--- config.mk ---
export PLATFORM = sky130hd
export DESIGN_NAME = streaming_clause_evaluator
export DESIGN_NICKNAME = d
export VERILOG_FILES = /design/src/rtl/streaming_clause_evaluator.sv
export SDC_FILE = /design/constraint.sdc
export NUM_CORES = 1
export LEC_CHECK = 0
export CAP_MARGIN = 20
export CELL_PAD_IN_SITES_DETAIL_PLACEMENT = 1
export CELL_PAD_IN_SITES_GLOBAL_PLACEMENT = 1
export CORE_ASPECT_RATIO = 1.1
export CORE_MARGIN = 2
export CORE_UTILIZATION = 33
export DETAILED_ROUTE_END_ITERATION = 8
export PLACE_DENSITY = 0.81
export SYNTH_ARGS = -nofsm -noshare
export SYNTH_HDL_FRONTEND = slang
export SYNTH_SLANG_ARGS = --single-unit
--- constraint.sdc ---
create_clock -name clk -period 2.55 [get_ports clk]
set_input_delay 0.255 -clock clk [delete_from_list [all_inputs] [get_ports clk]]
set_output_delay 0.255 -clock clk [all_outputs]
set_load 0.1 [all_outputs]
--- src/rtl/streaming_clause_evaluator.sv ---
// Streams a clause as fixed-width literal chunks and emits one SAT/UNIT/CONFLICT/UNRESOLVED verdict per clause.
// Optional build macro SCE_EARLY_SAT_EN: issue SAT as soon as it is known, then drain the rest of the clause.
module streaming_clause_evaluator #(
    parameter int LITS_PER_CHUNK = 5,
    parameter int VAR_IDX_W      = 9,
    parameter int MAX_CHUNKS     = 8
) (
    input  logic                                clk,
    input  logic                                rst_n,
    input  logic                                in_valid,
    output logic                                in_ready,
    input  logic                                in_last,
    input  logic [LITS_PER_CHUNK-1:0]           in_mask,
    input  logic [LITS_PER_CHUNK-1:0]           in_unassign,
    input  logic [LITS_PER_CHUNK-1:0]           in_assignment,
    input  logic [LITS_PER_CHUNK-1:0]           in_pole,
    input  logic [LITS_PER_CHUNK*VAR_IDX_W-1:0] in_vars,
    input  logic                                abort,
    output logic                                out_valid,
    input  logic                                out_ready,
    output logic [1:0]                          out_status,
    output logic [VAR_IDX_W-1:0]                out_implied_var,
    output logic                                out_new_assignment,
    output logic                                out_overflow
);

    // state  | meaning
    // ACCUM  | accepting beats and accumulating clause state
    // RESULT | verdict presented, held until out_ready
    // DRAIN  | early SAT presented, discarding beats until in_last

    localparam int         BCNT_W  = $clog2(MAX_CHUNKS + 1);
    localparam logic [1:0] ST_UNRES = 2'b00;
    localparam logic [1:0] ST_SAT   = 2'b01;
    localparam logic [1:0] ST_UNIT  = 2'b10;
    localparam logic [1:0] ST_CONF  = 2'b11;

`ifdef SCE_EARLY_SAT_EN
    typedef enum logic [1:0] {ACCUM, RESULT, DRAIN} state_t;
`else
    typedef enum logic [0:0] {ACCUM, RESULT} state_t;
`endif

    state_t                state_q, state_d;
    logic                  sat_q, sat_d;
    logic [1:0]            cnt_q, cnt_d;
    logic [VAR_IDX_W-1:0]  cap_var_q, cap_var_d;
    logic                  cap_pole_q, cap_pole_d;
    logic [BCNT_W-1:0]     bcnt_q, bcnt_d;
    logic                  ovf_q, ovf_d;
    logic [1:0]            status_q, status_d;
    logic [VAR_IDX_W-1:0]  ivar_q, ivar_d;
    logic                  nasg_q, nasg_d;
    logic                  oovf_q, oovf_d;
`ifdef SCE_EARLY_SAT_EN
    logic                  last_seen_q, last_seen_d;
    logic                  consumed_q, consumed_d;
`endif

    logic                  beat_sat;
    logic [1:0]            beat_pc;
    logic [VAR_IDX_W-1:0]  beat_var;
    logic                  beat_pole;

    // Descending scan so the lowest unassigned slot is the one left captured.
    always_comb begin
        beat_sat  = 1'b0;
        beat_pc   = 2'd0;
        beat_var  = '0;
        beat_pole = 1'b0;
        for (int i = LITS_PER_CHUNK - 1; i >= 0; i--) begin
            if (in_mask[i] && in_unassign[i]) begin
                beat_var  = in_vars[i*VAR_IDX_W +: VAR_IDX_W];
                beat_pole = in_pole[i];
                if (beat_pc != 2'd2) beat_pc = beat_pc + 2'd1;
            end else if (in_mask[i] && (in_assignment[i] == in_pole[i])) begin
                beat_sat = 1'b1;
            end
        end
    end

    logic                  sat_new;
    logic [2:0]            cnt_sum;
    logic [1:0]            cnt_new;
    logic [VAR_IDX_W-1:0]  cap_var_new;
    logic                  cap_pole_new;
    logic                  bcnt_full;
    logic [BCNT_W-1:0]     bcnt_new;
    logic                  ovf_new;
    logic [1:0]            v_status;

    always_comb begin
        sat_new      = sat_q | beat_sat;
        cnt_sum      = {1'b0, cnt_q} + {1'b0, beat_pc};
        cnt_new      = (cnt_sum >= 3'd2) ? 2'd2 : cnt_sum[1:0];
        cap_var_new  = cap_var_q;
        cap_pole_new = cap_pole_q;
        if (cnt_q == 2'd0 && beat_pc != 2'd0) begin
            cap_var_new  = beat_var;
            cap_pole_new = beat_pole;
        end
        bcnt_full = (bcnt_q == BCNT_W'(MAX_CHUNKS));
        bcnt_new  = bcnt_full ? bcnt_q : bcnt_q + 1'b1;
        ovf_new   = ovf_q | bcnt_full;
        if (sat_new)             v_status = ST_SAT;
        else if (cnt_new == 2'd1) v_status = ST_UNIT;
        else if (cnt_new == 2'd0) v_status = ST_CONF;
        else                     v_status = ST_UNRES;
    end

    logic clr;

    always_comb begin
        state_d    = state_q;
        sat_d      = sat_q;
        cnt_d      = cnt_q;
        cap_var_d  = cap_var_q;
        cap_pole_d = cap_pole_q;
        bcnt_d     = bcnt_q;
        ovf_d      = ovf_q;
        status_d   = status_q;
        ivar_d     = ivar_q;
        nasg_d     = nasg_q;
        oovf_d     = oovf_q;
`ifdef SCE_EARLY_SAT_EN
        last_seen_d = last_seen_q;
        consumed_d  = consumed_q;
`endif
        in_ready  = 1'b0;
        out_valid = 1'b0;
        clr       = 1'b0;

        case (state_q)
            ACCUM: begin
                in_ready = 1'b1;
                if (abort) begin
                    clr = 1'b1;
                end else if (in_valid) begin
                    sat_d      = sat_new;
                    cnt_d      = cnt_new;
                    cap_var_d  = cap_var_new;
                    cap_pole_d = cap_pole_new;
                    bcnt_d     = bcnt_new;
                    ovf_d      = ovf_new;
                    if (in_last
`ifdef SCE_EARLY_SAT_EN
                        || sat_new
`endif
                    ) begin
                        status_d = v_status;
                        ivar_d   = (v_status == ST_UNIT) ? cap_var_new : '0;
                        nasg_d   = (v_status == ST_UNIT) ? cap_pole_new : 1'b0;
                        oovf_d   = ovf_new;
                        state_d  = RESULT;
`ifdef SCE_EARLY_SAT_EN
                        if (!in_last) begin
                            state_d     = DRAIN;
                            last_seen_d = 1'b0;
                            consumed_d  = 1'b0;
                        end
`endif
                    end
                end
            end
            RESULT: begin
                out_valid = 1'b1;
                if (out_ready) begin
                    clr     = 1'b1;
                    state_d = ACCUM;
                end
            end
`ifdef SCE_EARLY_SAT_EN
            DRAIN: begin
                in_ready    = 1'b1;
                out_valid   = ~consumed_q;
                last_seen_d = last_seen_q | (in_valid & in_last);
                consumed_d  = consumed_q | out_ready;
                if (last_seen_d && consumed_d) begin
                    clr     = 1'b1;
                    state_d = ACCUM;
                end
            end
`endif
            default: state_d = ACCUM;
        endcase

        if (clr) begin
            sat_d      = 1'b0;
            cnt_d      = 2'd0;
            cap_var_d  = '0;
            cap_pole_d = 1'b0;
            bcnt_d     = '0;
            ovf_d      = 1'b0;
        end
    end

    always_ff @(posedge clk or negedge rst_n) begin
        if (!rst_n) begin
            state_q    <= ACCUM;
            sat_q      <= 1'b0;
            cnt_q      <= 2'd0;
            cap_var_q  <= '0;
            cap_pole_q <= 1'b0;
            bcnt_q     <= '0;
            ovf_q      <= 1'b0;
            status_q   <= ST_UNRES;
            ivar_q     <= '0;
            nasg_q     <= 1'b0;
            oovf_q     <= 1'b0;
`ifdef SCE_EARLY_SAT_EN
            last_seen_q <= 1'b0;
            consumed_q  <= 1'b0;
`endif
        end else begin
            state_q    <= state_d;
            sat_q      <= sat_d;
            cnt_q      <= cnt_d;
            cap_var_q  <= cap_var_d;
            cap_pole_q <= cap_pole_d;
            bcnt_q     <= bcnt_d;
            ovf_q      <= ovf_d;
            status_q   <= status_d;
            ivar_q     <= ivar_d;
            nasg_q     <= nasg_d;
            oovf_q     <= oovf_d;
`ifdef SCE_EARLY_SAT_EN
            last_seen_q <= last_seen_d;
            consumed_q  <= consumed_d;
`endif
        end
    end

    assign out_status         = status_q;
    assign out_implied_var    = ivar_q;
    assign out_new_assignment = nasg_q;
    assign out_overflow       = oovf_q;

endmodule

After elaboration in Yosys (flattened, before gate mapping) --
Index checks and enable logic that the tools add are counted.
Word-level totals: register bits 32, latch bits 0, RAM bits 0, ROM bits 0, input bits 71, output and inout port bits 15, word-level logic and storage cells 127, memories 0
Operators by class: add/sub/neg operators 6, multipliers 0, divide/modulo/power cells 0, $lt $le $gt $ge 1, eq/ne operators 15, shifts and indexed selects 0, muxes and demuxes 72, bitwise operators 4, reduce and logical (&&, ||, !) cells 18
Operators with widths (count):
- 9-bit 2-to-1 mux | 11
- 1-bit 2-to-1 mux | 38
- 2-bit 2-to-1 mux | 16
- 4-bit 2-to-1 mux | 5
- 1-bit logical AND | 11
- 2-bit by 1-bit adder with 2-bit output, second input constant | 4
- 2-bit inequality test, second input constant | 4
- 4-bit AND reduction | 2
- 2-bit by 1-bit inequality test with 1-bit output, second input constant | 3
- 1-bit == test | 5
- 4-bit by 1-bit adder with 4-bit output, second input constant | 1
- 4-bit == test, second input constant | 1
- 2-bit logical NOT | 2
- 1-bit case mux with 2 select lines | 2
- 2-bit nonzero test | 2
- 2-bit by 2-bit adder with 3-bit output | 1
- 3-bit by 2-bit greater-or-equal comparator with 1-bit output, second input constant | 1
- 3-bit AND reduction | 1
- 2-bit by 1-bit == test with 1-bit output, second input constant | 1
- 2-bit == test, second input constant | 1
- 1-bit NOT | 2
- 1-bit OR | 2

Longest topological paths before layout --
Gate-level depths: netlist of run 1.
depth in word-level cells 23, gate-level depth with buffers 22, mapped depth without buffers 21

Worst setup path after synthesis of run 1 --
No wires, ideal clock.
path type in2reg, from input port in_mask[4], to register ivar_q[0], in the netlist out_implied_var[0], library setup time 0.087 ns, arrival time 3.885 ns, required time 2.463 ns, slack -1.421 ns, stages on the path 22, buffers on the path 2, cell sequence and2_1 > clkbuf_1 > inv_1 > ha_1 > and3_1 > a21oi_1 > ha_1 > nand3b_1 > o21ai_0 > ha_1 > nand3b_1 > o31ai_1 > nor2_1 > ha_1 > inv_1 > fa_1 > and3_1 > nand3_1 > nor4_4 > buf_6 > o2111ai_1 > o211ai_1
Between the ends: cells in the longest elaborated chain, start to end 23, elaborated cells on any way between the ends 48, those cells by class 5 x add/sub; 1 x order compare; 6 x eq/ne; 30 x mux; 1 x bitwise; 5 x reduce/logical
Ends and longest elaborated chain:
- start, declared | RTL line 13 | input logic [LITS_PER_CHUNK-1:0] in_mask,
- 1-bit logical AND | RTL line 72 | if (in_mask[i] && in_unassign[i]) begin
- 1-bit 2-to-1 mux | RTL line 72
- 2-bit by 1-bit adder with 2-bit output / 2-bit inequality test (equally long branches) | RTL line 75 | if (beat_pc != 2'd2) beat_pc = beat_pc + 2'd1;
- 2-bit 2-to-1 mux | RTL line 75
- 2-bit 2-to-1 mux | RTL line 72
- 2-bit by 1-bit adder with 2-bit output / 2-bit inequality test (equally long branches) | RTL line 75
- 2-bit 2-to-1 mux | RTL line 75
- 2-bit 2-to-1 mux | RTL line 72
- (+7 left out)
- 3-bit by 2-bit greater-or-equal comparator with 1-bit output | RTL line 95 | cnt_new = (cnt_sum >= 3'd2) ? 2'd2 : cnt_sum[1:0];
- 2-bit 2-to-1 mux | RTL line 95
- 2-bit logical NOT | RTL line 107 | else if (cnt_new == 2'd0) v_status = ST_CONF;
- 2-bit 2-to-1 mux | RTL line 107
- 2-bit 2-to-1 mux | RTL line 106 | else if (cnt_new == 2'd1) v_status = ST_UNIT;
- 2-bit 2-to-1 mux | RTL line 105 | if (sat_new) v_status = ST_SAT;
- 2-bit == test | RTL line 151 | ivar_d = (v_status == ST_UNIT) ? cap_var_new : '0;
- 9-bit 2-to-1 mux (*) | RTL line 151
- end signal, assigned | RTL line 223 | ivar_q <= ivar_d;
- end, declared | RTL line 52 | logic [VAR_IDX_W-1:0] ivar_q, ivar_d;
Every way passes the cells marked *; elsewhere a longest branch is shown, timed or not. A chain may end at the register's enable or synchronous reset.

Worst setup path after layout of run 1 --
Ends and elaborated chain as after synthesis.

==> impl_metrics.py, run 1 <==
metrics = {
    "outcome": {
        "status": "finished, violations left",
        "violations": "negative setup slack",
    },
    "route": {
        "first_iter_violations": 133,
        "via_count": 2877,
        "viasPerCell": 5.82,
        "first_pass_iters": 4,
        "wl_met2_mm": 5.67,
        "topRoutingLayerUsed": "met4",
        "wirelength_met1_mm": 4.50,
        "dr_wl_met3_um": 631,
        "routedWlPerCell_um": 22.6,
        "wl_mm": 11.2,
        "drc_errors": 0,
        "antenna_left": 0,
    },
    "timing": {
        "finalWorstSetupSlack_ps": -1280,
        "setup-violations-final": 24,
        "rsz0062_at_grt": "true",
        "finalCritPeriodShare_pct": 150,
        "slew_viol_final": 0,
        "hold_viol_final": 0,
        "fmax_ghz": 0.261,
        "period_needed_ps": 3830,
        "skew_ps": 9.04,
        "relSlewSlack_pct": 45.9,
        "worst_slew_pin_slew_ps": 808,
    },
    "power_and_ir_drop": {
        "p_int_mw": 1.18,
        "p_sw_share_pct": 43.0,
        "peakVddDrop_v": 0.000289,
        "combinationalPowerShare_pct": 50.2,
        "fin_total_pwr_mw": 2.07,
        "pwr-share-seq_pct": 29.1,
        "p_sw_mw": 0.891,
        "p_leak_nw": 1.66,
        "clockPowerShare_pct": 20.7,
        "powerDensity_mw_per_mm2": 517,
    },
    "clock_network": {
        "cts_made_buffers": 5,
        "clock_path_buffers": 2,
        "insertion_delay_ps": 300,
        "cts.sinks": 32,
        "cts_hold_buf": 0,
        "clk_pin_slew_ps": 80,
        "cts_tree": "built",
        "htree_levels": 2,
        "cts-root-buf": "clkbuf_8",
    },
    "final_layout": {
        "final_common_cell": "clkdlybuf4s50_1",
        "syn2layout_area_growth_pct": 68.4,
        "diodes": 0,
        "layout.cells.most_common_list": "64 x clkdlybuf4s50_1, 57 x buf_4, 51 x nand2_1",
        "layout.nets": 487,
        "finalInstanceArea_sq_mm": 0.00401,
        "drive_gt1_share_pct": 31.5,
    },
    "worst_hold_path": {
        "hold_path.class": "in2async",
    },
    "placed_design": {
        "dp_hpwl_mm": 6.54,
        "portBuffers": 85,
        "place.gp.congestion": 0.855,
        "place_area_sq_mm": 0.00354,
    },
    "synth": {
        "synth_adder_area_share_pct": 4.52,
        "synth_compound_area_share_pct": 29.7,
        "avgSynthCellArea_sq_um": 8.56,
        "syn-cell-area_sq_mm": 0.00238,
        "synthCells": 278,
        "synth.distinct_cells": 42,
        "synth_edf_count": 0,
        "synthFlopType": "dfrtp_1",
        "ys_ff_latch": 32,
        "synth_top_family_by_area": "compound AO/OA/AOI/OAI gates",
        "synthArstFlopShare_pct": 100,
        "synth-xor-area-share_pct": 2.95,
        "synthMuxAreaShare_pct": 1.05,
        "synth_simple_gate_area_share_pct": 22.4,
        "synthesis.nets": 357,
        "synth_warnings": 0,
        "ys_seq_area_share_pct": 33.7,
    },
    "floorplan": {
        "die_h_um": 93.0,
        "coreArea_sq_mm": 0.00701,
        "die_x_um": 84.9,
        "floorplan.initialDensity_pct": 33.9,
        "boundaryPins": 86,
        "fp-row-count": 32,
        "dieArea_sq_mm": 0.00790,
    },
    "grt": {
        "grt_pass1_wl_mm": 16.5,
        "antenna_found_initial": 0,
        "grt_max_degree": 33,
        "grt_pass1_vias": 3157,
        "grt-ovfl-total": 0,
        "grt_usage_pct": 26.7,
    },
    "setup_path": {
        "path_cells": "buf_6 > and2_4 > ha_4 > a21bo_4 > o21ai_2 > inv_1 > ha_1 > nand3b_1 > o21ai_1 > ha_2 > nand3b_1 > o31ai_4 > nor2_1 > ha_2 > inv_2 > fa_1 > and3_4 > nand3_4 > nor4_4 > buf_4 > buf_12 > nand2_4 > o211ai_1",
        "cp_max_fo": 5,
        "end_kind": "flip-flop",
        "cp-start-kind": "primary input",
        "arrival_ps": 4020,
        "cp_slowest_cell": "fa_1",
        "path_class": "in2reg",
        "required_ps": 2740,
        "cpPeakStageDelay_ps": 530,
    },
    "run": {
        "drv_cap": 0,
    },
}
## worst max-delay path, delay by kind of cell
kind	cells	cell delay, ps
adders and majority gates	5	1310
buffers and inverters	5	490
and+or+nand+nor	8	1250
AOI/OAI and AO/OA	5	730
## synth_stat cells, types with 2 or more instances
cell type  number  share of area, %
and2_4          2              0.74
and3_1          4               1.1
o2111ai_1       8               2.9
o211ai_1       11               3.5
nand3b_1        2              0.63
o32ai_1         2              0.74
a21o_1          2              0.63
a22o_1         11               4.1
dfrtp_1        32                34
a31oi_1         8               2.1
and2_1          3              0.79
nand4_1         3              0.79
o31ai_1         3              0.95
xnor2_1         3               1.1
xor2_1          5               1.8
inv_1          12               1.9
a21oi_1         4              0.84
nand2b_1        5               1.3
clkbuf_1        8               1.3
buf_6           4               1.9
nand2_1        61               9.6
o221ai_2       10               6.3
nand3_1         9               1.9
buf_2           2              0.42
ha_1            7               3.7
nor2_1         23               3.6
a311oi_1        2              0.74
o21ai_0        18               3.8
## logic make-up (layout without fill, tap and decap cells)
| logic type | after synthesis | in the layout |
|---|---|---|
| fa+ha+maj | 8 | 8 |
| mux | 2 | 2 |
| flops | 32 | 32 |
| simple gates | 116 | 118 |
| xor+xnor | 8 | 8 |
| compound gates | 84 | 84 |
| buf+inv | 28 | 157 |
## cell type report
cell class	instances	area, sq um
Fill cell	791	3000
Multi-Input combinational cell	220	1670
Inverter	13	57.6
Tap cell	85	106
Sequential cell	32	801
Timing Repair Buffer	136	1280
Clock buffer	8	90.1
## path summary, 6_finish.rpt
| path | from | to | slack (ps) | cells past startpoint |
|---|---|---|---|---|
| max in group asynchronous | rst_n | out_implied_var[7] | 1870 | 2 |
| setup reg to reg | cnt_q[0] | out_implied_var[0] | 70 | 10 |
| hold / removal | rst_n | out_status[0] | 360 | 2 |
| setup / recovery | in_mask[4] | out_implied_var[0] | -1280 | 23 |
| hold reg to reg | out_implied_var[1] | out_implied_var[1] | 510 | 2 |
| min in group clk | out_implied_var[1] | out_implied_var[1] | 510 | 2 |
## per-stage QoR
stage                     setup WS, ps  hold slack (ps)  cells  TNS [ps]  util [%]
after floorplan                  -1260            -40.6    278    -16460         -
after global placement           -1620              472    466    -27730      50.6
after detailed placement         -1810              475    466    -30900      50.6
after CTS                        -1050              391    486    -11350      55.7
after global routing             -1490              390    494    -21800      57.2
final                            -1280              357    494    -16840      57.2
## power by group through the flow
stage / Combinational (mW) / Sequential (mW) / Clock (mW)
after floorplan: 0.351 / 0.775 / 0
after global routing: 1.09 / 0.608 / 0.454
after global placement: 0.810 / 0.599 / 0
final: 1.04 / 0.602 / 0.428
after CTS: 0.913 / 0.594 / 0.418
after detailed placement: 0.831 / 0.600 / 0
## metal layers
layer | vias up | global-route usage, %
li1 | 1276 | -
met1 | 1438 | 31.3
met2 | 129 | 47.1
met3 | 34 | 4.50
met4 | 0 | 12.2
met5 | - | 0
## registers in the layout (all words and copies together), names as in the netlist
register,flops
bcnt_q,4
cap_pole_q,1
cap_var_q,9
cnt_q,2
out_implied_var,9
out_new_assignment,1
out_overflow,1
out_status,2
ovf_q,1
sat_q,1
state_q,1
## repair_timing
item                                    in CTS  in global routing
pin swaps                                   24                 30
buffers inserted                             9                 11
gates resized for setup                     47                 15
cloned                                       4                  1
endpoints found under the setup margin      24                 24
No activity file was read; power rests on OpenSTA's default activity.
==> run 2: changes to the inputs <==
Settings changed: CORE_ASPECT_RATIO 1.1 to 0.7.
==> impl_metrics.py, run 2 (synthesis gave the netlist of run 1 again) <==
metrics = {
    "timing": {
        "worst_slew_pin_slew_ps": 674,
        "fmax_ghz": 0.275,
        "slew_viol_final": 0,
        "rsz0062_at_grt": "true",
        "finalCritPeriodShare_pct": 143,
        "skew_ps": 12.3,
        "setup-violations-final": 24,
        "finalWorstSetupSlack_ps": -1080,
        "period_needed_ps": 3630,
        "relSlewSlack_pct": 54.9,
        "hold_viol_final": 0,
    },
    "setup_path": {
        "r2r-end": "out_implied_var[3]",
        "cp-start-kind": "primary input",
        "ff2ff_setup_slack_ps": 320,
        "cp_max_fo": 5,
        "arrival_ps": 3840,
        "setup.worst_path.start": "in_mask[4]",
        "path_cells": "buf_6 > and2_4 > ha_4 > a21bo_4 > o21ai_2 > inv_1 > ha_1 > nand3b_1 > o21ai_1 > ha_2 > nand3b_1 > o31ai_4 > nor2_2 > ha_2 > inv_2 > fa_1 > and3_4 > nand3_4 > nor4_4 > buf_4 > buf_12 > o2111ai_1 > o211ai_1",
        "cpPeakStageDelay_ps": 490,
        "path_buf_inv": 5,
        "end_kind": "flip-flop",
        "path_delay_family": "adder cells",
        "worstRegToRegCells": 10,
        "cp_slowest_cell": "fa_1",
        "path_class": "in2reg",
        "required_ps": 2750,
        "r2r-start": "cnt_q[0]",
    },
    "placed_design": {
        "place.gp.congestion": 0.809,
        "pre_cts_ws_ps": -1810,
        "portBuffers": 85,
        "placed_cells": 478,
        "dp_hpwl_mm": 6.93,
    },
    "run": {
        "drv_cap": 0,
    },
    "clock_network": {
        "cts_made_buffers": 5,
        "clock_path_buffers": 2,
        "clk_pin_slew_ps": 80,
        "cts_tree": "built",
        "htree_levels": 2,
        "cts_hold_buf": 0,
        "cts.sinks": 32,
        "insertion_delay_ps": 290,
        "cts-root-buf": "clkbuf_8",
    },
    "route": {
        "antenna_left": 0,
        "routedWlPerCell_um": 18.8,
        "wl_mm": 9.39,
        "first_pass_iters": 4,
        "viasPerCell": 5.34,
        "via_count": 2669,
        "drc_errors": 0,
        "first_iter_violations": 89,
    },
    "floorplan": {
        "dieArea_sq_mm": 0.00791,
        "die_h_um": 75.0,
        "floorplan.initialDensity_pct": 34.7,
        "fp-row-count": 25,
        "coreArea_sq_mm": 0.00685,
        "die_x_um": 105,
        "boundaryPins": 86,
    },
    "power_and_ir_drop": {
        "peakVddDrop_v": 0.000395,
        "p_leak_nw": 1.61,
        "p_sw_share_pct": 40.3,
        "powerDensity_mw_per_mm2": 519,
        "clockPowerShare_pct": 24.8,
        "pwr-share-seq_pct": 29.1,
        "p_int_mw": 1.22,
        "combinationalPowerShare_pct": 46.1,
        "p_sw_mw": 0.824,
    },
    "final_layout": {
        "fin_cells": 500,
        "diodes": 0,
        "layout.cells.most_common_list": "64 x clkdlybuf4s50_1, 57 x buf_4, 52 x nand2_1",
        "drive_gt1_share_pct": 30.3,
        "syn2layout_area_growth_pct": 65.5,
        "final_common_cell": "clkdlybuf4s50_1",
        "layout.nets": 484,
    },
    "outcome": {
        "violations": "negative setup slack",
        "status": "finished, violations left",
    },
    "grt": {
        "grt_pass1_wl_mm": 15.0,
        "grt-ovfl-total": 0,
        "grt_pass1_vias": 2888,
        "grt_usage_pct": 24.4,
        "grt_max_degree": 33,
        "antenna_found_initial": 0,
    },
    "worst_hold_path": {
        "hold_path.class": "in2async",
    },
}
## run 2: routing by layer
metal | vias to the layer above | GRT usage, % | share of wire (%)
met4 | 0 | 5.33 | 0.90
met5 | - | 0 | 0
met3 | 6 | 4.42 | 4.2
met2 | 66 | 43.4 | 48
met1 | 1328 | 31.8 | 47
li1 | 1269 | - | -
## run 2: cell type report
type	instances	area (sq um)
inverters	13	56.3
repair buffers	134	1250
well taps	94	118
clock inverters	3	42.5
multi-input cells	219	1600
fillers	795	2910
flip-flops and latches	32	801
clock buffers	5	68.8
## run 2: metrics by stage
stage / instance area, sq um / total power, mW / hold slack, ps / util, % / TNS [ps]
global route: 3940 / 2.13 / 415 / 57.5 / -16210
floorplan: 2470 / 1.13 / -40.6 / - / -16460
global placement: 3590 / 1.41 / 482 / 52.4 / -26490
CTS: 3930 / 2.03 / 400 / 57.4 / -10950
finish: 3940 / 2.05 / 378 / 57.5 / -13220
detailed placement: 3590 / 1.44 / 490 / 52.4 / -30440
## run 2: worst max path at each step
stage          depth (start not counted)                 end
4_1_cts                               23  out_implied_var[3]
5_1_grt                               23  out_implied_var[3]
3_3_place_gp                          22  out_implied_var[8]
6_report                              23  out_implied_var[3]
3_5_place_dp                          22  out_implied_var[3]
2_1_floorplan                         22  out_implied_var[7]
## run 2: worst reg2reg max path, delay by kind of cell, from the launching register on
kind | cells | cell delay (ps)
simple gates | 3 | 450
buf+inv | 3 | 370
compound gates | 2 | 230
flops | 1 | 410
fa+ha+maj | 2 | 680
## run 2: what timing repair did
item / 4_1_cts / 5_1_grt
resized for setup: 43 / 5
gates cloned: 3 / 0
pin swaps: 19 / 10
setup buffers: 12 / 2
endpoints found under the setup margin: 24 / 24
## run 2: power groups by stage
stage | Sequential, mW | Clock (mW) | Combinational (mW)
detailed placement | 0.601 | 0 | 0.842
CTS | 0.594 | 0.514 | 0.919
floorplan | 0.775 | 0 | 0.351
global route | 0.601 | 0.535 | 0.998
global placement | 0.599 | 0 | 0.814
finish | 0.595 | 0.507 | 0.944
